### config.mk
export PLATFORM = sky130hd
export DESIGN_NAME = seq_div_32by16
export DESIGN_NICKNAME = d
export VERILOG_FILES = /design/src/rtl/div_pkg.sv /design/src/rtl/div_step.sv /design/src/rtl/seq_div_32by16.sv
export SDC_FILE = /design/constraint.sdc
export NUM_CORES = 1
export LEC_CHECK = 0
export CORE_MARGIN = 3
export CORE_UTILIZATION = 53
export CTS_CLUSTER_DIAMETER = 40
export DETAILED_ROUTE_END_ITERATION = 7
export GPL_ROUTABILITY_DRIVEN = 0
export GPL_TIMING_DRIVEN = 0
export HOLD_SLACK_MARGIN = 0.05
export PLACE_DENSITY = 0.86
export SLEW_MARGIN = 20
export SYNTH_ARGS = -nofsm -noshare
export SYNTH_HDL_FRONTEND = slang
export SYNTH_SLANG_ARGS = --single-unit
export TNS_END_PERCENT = 30
### constraint.sdc
create_clock -name clk -period 3.8 [get_ports clk]
set_input_delay 1.14 -clock clk [delete_from_list [all_inputs] [get_ports clk]]
set_output_delay 1.14 -clock clk [all_outputs]
set_load 0.01 [all_outputs]
### src/rtl/div_pkg.sv
// Shared types and sizing helpers for the sequential restoring divider.
package div_pkg;

    // Default operand width: dividend is 2*DIV_W bits, quotient/remainder DIV_W bits.
    localparam int DIV_W = 16;

    // Iteration counter must hold the value DIV_W itself.
    localparam int DIV_CNT_W = $clog2(DIV_W + 1);

    typedef enum logic [1:0] {
        IDLE = 2'd0,
        RUN  = 2'd1,
        DONE = 2'd2
    } div_state_e;

    // Counter width for an arbitrary operand width.
    function automatic int cnt_width(input int w);
        return $clog2(w + 1);
    endfunction

endpackage

### src/rtl/div_step.sv
// One restoring-division iteration: shift in the next dividend bit,
// trial-subtract the divisor, keep the difference if it did not go negative.
module div_step #(
    parameter int W = 16
) (
    input  logic [W:0]   pr_in,
    input  logic         bit_in,
    input  logic [W-1:0] divisor,
    output logic [W:0]   pr_out,
    output logic         q_bit
);

    logic [W+1:0] shifted;
    logic [W:0]   trial;

    // Trial subtract; the compare decides whether the subtraction is kept.
    always_comb begin
        shifted = {pr_in, bit_in};
        trial   = shifted[W:0] - {1'b0, divisor};
        q_bit   = (shifted >= {2'b00, divisor});
        pr_out  = q_bit ? trial : shifted[W:0];
    end

endmodule

### src/rtl/seq_div_32by16.sv
// Sequential restoring divider: 2W-bit dividend / W-bit divisor, one
// quotient bit per clock, behind a start/busy/done handshake.
module seq_div_32by16
    import div_pkg::*;
#(
    parameter int W = DIV_W
) (
    input  logic           clk,
    input  logic           rst_n,
    input  logic           start,
    input  logic [2*W-1:0] dividend,
    input  logic [W-1:0]   divisor,
    output logic           busy,
    output logic           done,
    output logic [W-1:0]   quotient,
    output logic [W-1:0]   remainder,
    output logic           div_by_zero,
    output logic           overflow
);

    localparam int CNT_W = cnt_width(W);

    div_state_e     state_q, state_d;
    logic [W:0]     pr_q, pr_d;
    logic [W-1:0]   q_q, q_d;
    logic [W-1:0]   dvs_q, dvs_d;
    logic [CNT_W-1:0] cnt_q, cnt_d;
    logic           dbz_q, dbz_d;
    logic           ovf_q, ovf_d;

    logic [W:0]     step_pr;
    logic           step_bit;

    // Single iteration datapath; fed the current partial remainder and
    // the MSB of the quotient shift register.
    div_step #(.W(W)) u_step (
        .pr_in   (pr_q),
        .bit_in  (q_q[W-1]),
        .divisor (dvs_q),
        .pr_out  (step_pr),
        .q_bit   (step_bit)
    );

    // Next-state logic: accept in IDLE/DONE, iterate in RUN, early-exit
    // straight to DONE when the result cannot fit or the divisor is zero.
    always_comb begin
        state_d = state_q;
        pr_d    = pr_q;
        q_d     = q_q;
        dvs_d   = dvs_q;
        cnt_d   = cnt_q;
        dbz_d   = dbz_q;
        ovf_d   = ovf_q;
        case (state_q)
            RUN: begin
                pr_d  = step_pr;
                q_d   = {q_q[W-2:0], step_bit};
                cnt_d = cnt_q - CNT_W'(1);
                if (cnt_q == CNT_W'(1)) begin
                    state_d = DONE;
                end
            end
            default: begin
                if (start) begin
                    dvs_d = divisor;
                    cnt_d = CNT_W'(W);
                    dbz_d = 1'b0;
                    ovf_d = 1'b0;
                    if (divisor == '0) begin
                        // Zero divisor wins over overflow; low half passes through.
                        dbz_d   = 1'b1;
                        q_d     = '1;
                        pr_d    = {1'b0, dividend[W-1:0]};
                        state_d = DONE;
                    end else if (dividend[2*W-1:W] >= divisor) begin
                        // Quotient would need more than W bits.
                        ovf_d   = 1'b1;
                        q_d     = '1;
                        pr_d    = '0;
                        state_d = DONE;
                    end else begin
                        pr_d    = {1'b0, dividend[2*W-1:W]};
                        q_d     = dividend[W-1:0];
                        state_d = RUN;
                    end
                end else if (state_q == DONE) begin
                    state_d = IDLE;
                end
            end
        endcase
    end

    // State and datapath registers; active-low reset aborts any operation.
    always_ff @(posedge clk) begin
        if (!rst_n) begin
            state_q <= IDLE;
            pr_q    <= '0;
            q_q     <= '0;
            dvs_q   <= '0;
            cnt_q   <= '0;
            dbz_q   <= 1'b0;
            ovf_q   <= 1'b0;
        end else begin
            state_q <= state_d;
            pr_q    <= pr_d;
            q_q     <= q_d;
            dvs_q   <= dvs_d;
            cnt_q   <= cnt_d;
            dbz_q   <= dbz_d;
            ovf_q   <= ovf_d;
        end
    end

    // Outputs decode directly from registers, so they are glitch-free.
    assign busy        = (state_q == RUN);
    assign done        = (state_q == DONE);
    assign quotient    = q_q;
    assign remainder   = pr_q[W-1:0];
    assign div_by_zero = dbz_q;
    assign overflow    = ovf_q;

endmodule
Word level (Yosys, flattened, before mapping)
Cells that the tools add are included.

word-level totals
  RAM bits = 0
  bits in latches = 0
  memories = 0
  output and inout bits = 36
  flip-flop bits (word level) = 58
  bits in read-only memories = 0

cells by class
  div/mod/pow operators = 0
  shift-type cells = 0
  equality and inequality tests = 4
  multiplexer cells = 20
  bitwise operators = 1
  magnitude comparators = 2
  add/subtract/negate cells = 2
  reductions and logical operators = 5
  $mul = 0

operators with widths
  kind                                                                      count
  16-bit two-way mux                                                        6
  17-bit two-way mux                                                        3
  18-bit by 16-bit >= comparator with 1-bit output                          1
  17-bit by 16-bit subtractor with 17-bit output                            1
  16-bit >= comparator                                                      1
  16-bit logical NOT                                                        1
  2-bit two-way mux                                                         6
  5-bit two-way mux                                                         2
  5-bit by 1-bit == test with 1-bit output (second input constant)          1
  5-bit by 1-bit subtractor with 5-bit output (second input constant)       1
  2-bit AND reduction                                                       2
  1-bit two-way mux                                                         3
  3-bit nonzero test                                                        1
  2-bit by 1-bit == test with 1-bit output (second input constant)          1
  2-bit == test (second input constant)                                     1
  2-bit by 1-bit inequality test with 1-bit output (second input constant)  1
  2-bit nonzero test                                                        1
  1-bit NOT                                                                 1

Depth between registers and ports, before layout
  depth after elaboration = 5
  gate-level depth with buffers = 11
  depth with buffers taken out = 10

Modules after synthesis
From an unflattened synthesis, not the netlist that was laid out.

unflattened totals
  cell total of the unflattened synthesis = 595
  area, all modules = 4529.3 µm²

by module, submodules not included
  module          seq. area each (µm²)  cells each  area an instance (µm²)  instances
  seq_div_32by16  1161.1                432         3369.5                  1
  div_step        0.0                   163         1159.9                  1

Worst setup path after synthesis
No wires, ideal clock.

  path type = input to register
  from = input divisor[15]
  to = register pr_q[6]
  slack = 0.904 ns
  buffers on the path = 2
  setup time = 0.136 ns
  data arrival time = 2.760 ns
  data required time = 3.664 ns
  cell stages on the path = 10
  cell sequence = inv_1 ha_1 nand2_1 nor4_1 o211ai_1 o211ai_1 buf_2 or2_2 clkbuf_1 o32ai_1

on the way
  cells in the longest elaborated chain, start to end = 5
  elaborated cells between the ends (all ways) = 6
  those cells by class = order compare (1); mux (4); reduce/logical (1)

RTL lines
  what                    RTL line               RTL
  from (decl)             seq_div_32by16.sv:12   input logic [W-1:0] divisor,
  16-bit >= comparator    seq_div_32by16.sv:75   end else if (dividend[2*W-1:W] >= divisor) begin
  16-bit two-way mux      seq_div_32by16.sv:75
  16-bit two-way mux (*)  seq_div_32by16.sv:69   if (divisor == '0) begin
  17-bit two-way mux (*)  seq_div_32by16.sv:64   if (start) begin
  17-bit two-way mux (*)  seq_div_32by16.sv:54   case (state_q)
  to (signal assigned)    seq_div_32by16.sv:105  pr_q <= pr_d;
  to (decl)               seq_div_32by16.sv:24   logic [W:0] pr_q, pr_d;

Mark *: on every way between the ends. The rest lies on a longest branch, timed or not. The select of a mux whose other input is x is not followed.
A chain may end at the register's enable or synchronous reset.

Worst setup path in the final report
Ends and elaborated chain as after synthesis.

==> results.yml <==
run_status:
  outcome: "finished with violations"
  violations: "design-rule violations"
clocking:
  clockRootBuffer: "clkbuf_8"
  cts_tree: "yes"
  cts.sinks: 58
  cts_hold_buf: 0
  clkLatencyLatePin_ns: 0.35
  cts_buffers: 9
  clockBufferDepth: 2
  h-tree-depth: 3
  clk_pin_slew_ns: 0.07
die:
  rows: 32
  pin_count: 87
  die_w_um: 97.66
  core_sq_mm: 0.007928
  die-area_sq_mm: 0.009537
  dieHeight_um: 97.66
  initial_core_util_pct: 56.17
critical_path:
  crit_top_cell: "o211ai_1"
  r2r_slack_ns: 0.62
  cp.buffers_inverters: 4
  arrival_ns: 3.91
  cp_top_family: "buffers and inverters"
  timing.critical_path.cells: "clkdlybuf4s50_1 > inv_1 > ha_1 > nand2_1 > nor4_1 > o211ai_1 > o211ai_1 > buf_2 > or2_2 > clkbuf_1 > o32ai_1"
  cp.required_ns: 4.01
  cpMaxStageDelayCell: "clkdlybuf4s50_1"
  startpoint_type: "input port"
  endpoint_kind: "flip-flop"
  critPathKind: "in -> reg"
  slowest_delay_ns: 0.51
  worst-path-max-fanout: 10
timing:
  fin_crit_ns: 3.707
  worstMarginPinSlew_ns: 0.7614
  finalHoldViolCount: 0
  clock.fmax_ghz: 0.2698
  relSlewSlack_pct: 49.24
  setup_viol: 0
  final.setup_skew_ns: 0.01036
  rsz0062_at_grt: "true"
  fin_crit_sh_pct: 97.56
  drv_slew: 0
finish:
  drive_gt1_share_pct: 8.285
  area_growth_pct: 25.77
  n_fill_cell: 649
  n_antenna_cell: 0
  multi_input_area_sq_mm: 0.002776
  fin_nets: 769
  fin_cells: 790
  regArea_sq_mm: 0.001161
routing:
  dr.pass1.iters: 8
  wire_per_inst_um: 18.77
  drt_wl_total_mm: 14.83
  vias_per_cell: 6.329
  drt_first_iter_violations: 675
  drc_errors: 2
  vias: 5000
  antenna_left: 0
power:
  p_leak_nw: 2.384
  powerDensity_mw_per_mm2: 460.8
  power_mw: 2.581
  ir_drop_mv: 0.2611
yosys:
  synthesis.area_sq_mm: 0.004453
  yosysWarningCount: 0
  async_reset_ff_share_pct: 0
  synthCells: 588
  synth-edff-count: 0
  synthFlopType: "dfxtp_1"
  synth_cell_type_count: 64
  ys_seq_area_share_pct: 26.07
  synth-seq-cells: 58
  syn_nets: 674
  synth.avg_cell_area_sq_um: 7.573
placement:
  port_buffers: 85
  dp_cells: 775
  dp_hpwl_mm: 11.32
global_routing:
  grt_pass1_vias: 4821
  antenna_found_initial: 0
  grt_overflow: 0
  grt_use_total_pct: 30.61
  grt_pass1_wl_mm: 23.82
  grt_max_degree: 11
hold_path:
  hold_class: "reg -> reg"
run:
  maxCapViolCount: 0
## timing repair
| action | in CTS | in global routing |
|---|---|---|
| pin swaps | 0 | 0 |
| hold endpoints to repair | 0 | 0 |
| endpoints found under the setup margin | 1 | 2 |
| setup buffers | 0 | 0 |
| gates resized for setup | 1 | 0 |
## layer usage
metal  up-vias  part of all wire, %  global-route usage, %  wire (um)
li1       2295                    -                      -          -
met1      2274                   38                  37.82       5693
met2       360                   45                  48.92       6692
met3        71                   12                  10.27       1851
met4         0                  4.0                  12.25        587
met5         -                    0                      0          0
## placed cells by master, fill, tap and decap left out, types with 6 or more instances in the layout
master	count
nand2_1	85
o211ai_1	6
and3_1	17
xnor2_1	6
a211oi_1	17
clkbuf_8	10
a21oi_1	44
clkdlybuf4s50_1	85
nand3_1	10
nor2b_1	6
buf_4	20
o21ai_0	34
inv_1	53
dfxtp_1	58
clkbuf_1	28
a21o_1	10
o311a_1	18
ha_1	34
nor3_1	16
nor2_1	26
nor4_1	7
## cells in the mapped netlist (all sizes together) (3+ instances only)
master | number | area, sq um
nand2 | 85 | 319.1
dfxtp | 58 | 1161
inv | 53 | 198.9
a21oi | 44 | 220.2
o21ai | 35 | 178.9
ha | 34 | 425.4
buf | 29 | 203.9
clkbuf | 29 | 108.9
nor2 | 26 | 97.59
o311a | 18 | 180.2
a211oi | 17 | 127.6
and3 | 17 | 106.4
nor3 | 16 | 80.08
nand3 | 11 | 60.06
a21o | 10 | 75.07
nor4 | 7 | 43.79
nor2b | 6 | 37.54
o211ai | 6 | 45.04
xnor2 | 6 | 52.55
a221oi | 5 | 62.56
o32ai | 5 | 58.81
a211o | 4 | 35.03
a22oi | 4 | 30.03
a31oi | 4 | 25.02
o211a | 4 | 40.04
o22ai | 4 | 25.02
or3 | 4 | 25.02
a2111oi | 3 | 26.28
mux2i | 3 | 30.03
nand2b | 3 | 18.77
o21a | 3 | 22.52
or2 | 3 | 18.77
xor2 | 3 | 26.28
## power breakdown
part / leakage [nW] / internal [mW] / switching (mW) / total (mW)
registers: 0.478 / 0.678 / 0.0714 / 0.750
clock network: 0.0851 / 0.251 / 0.265 / 0.516
logic: 1.82 / 0.586 / 0.729 / 1.31
total: 2.38 / 1.52 / 1.07 / 2.58
## registers in the layout, summed over array words and instances (netlist names)
register     flops
pr_q            17
dvs_q           16
quotient        16
cnt_q            5
state_q          2
div_by_zero      1
overflow         1
## cells by family after synthesis
kind of cell,share of synthesized area (%)
compound gates,29.98
xor+xnor,1.770
fa+ha+maj,10.00
buf+inv,11.58
flops,26.07
mux,1.264
simple gates,19.33
## worst reg2reg max path: cells and delay by family, from the launching register on
| kind | cells | cell delay (ns) |
|---|---|---|
| multiplexers | 1 | 0.41 |
| buffers and inverters | 2 | 0.17 |
| AO/OA/AOI/OAI | 5 | 1.59 |
| adder cells (fa/ha/maj) | 2 | 0.59 |
| flip-flops | 1 | 0.33 |
## worst paths after layout
check	start	end	cells past startpoint
setup / recovery	divisor[15]	pr_q[6]	11
hold / removal	dvs_q[3]	dvs_q[3]	2
setup reg to reg	quotient[15]	pr_q[4]	10
hold reg to reg	dvs_q[3]	dvs_q[3]	2
## stage by stage
step / area, sq um / hold slack (ns) / setup WS [ns] / util [%] / setup TNS [ns]
global route: 5600 / 0.4789 / -0.01872 / 70.64 / -0.01872
CTS: 5604 / 0.4580 / 0.06687 / 70.69 / 0
floorplan: 4453 / 0.4363 / 0.9044 / - / 0
detailed placement: 5431 / 0.4493 / -0.1336 / 68.51 / -1.022
global placement: 5431 / 0.4451 / -0.09427 / 68.51 / -0.5024
finish: 5600 / 0.4592 / 0.09289 / 70.64 / 0
## cell type report
class	count	share of cell area (%)
plain buffers	57	5.541
clock buffers	11	2.525
clock inverters	5	0.5362
inverters	54	3.619
multi-input cells	418	49.58
flip-flops and latches	58	20.73
well taps	102	2.279
repair buffers	85	15.19
No activity file was read; power rests on OpenSTA's default activity.
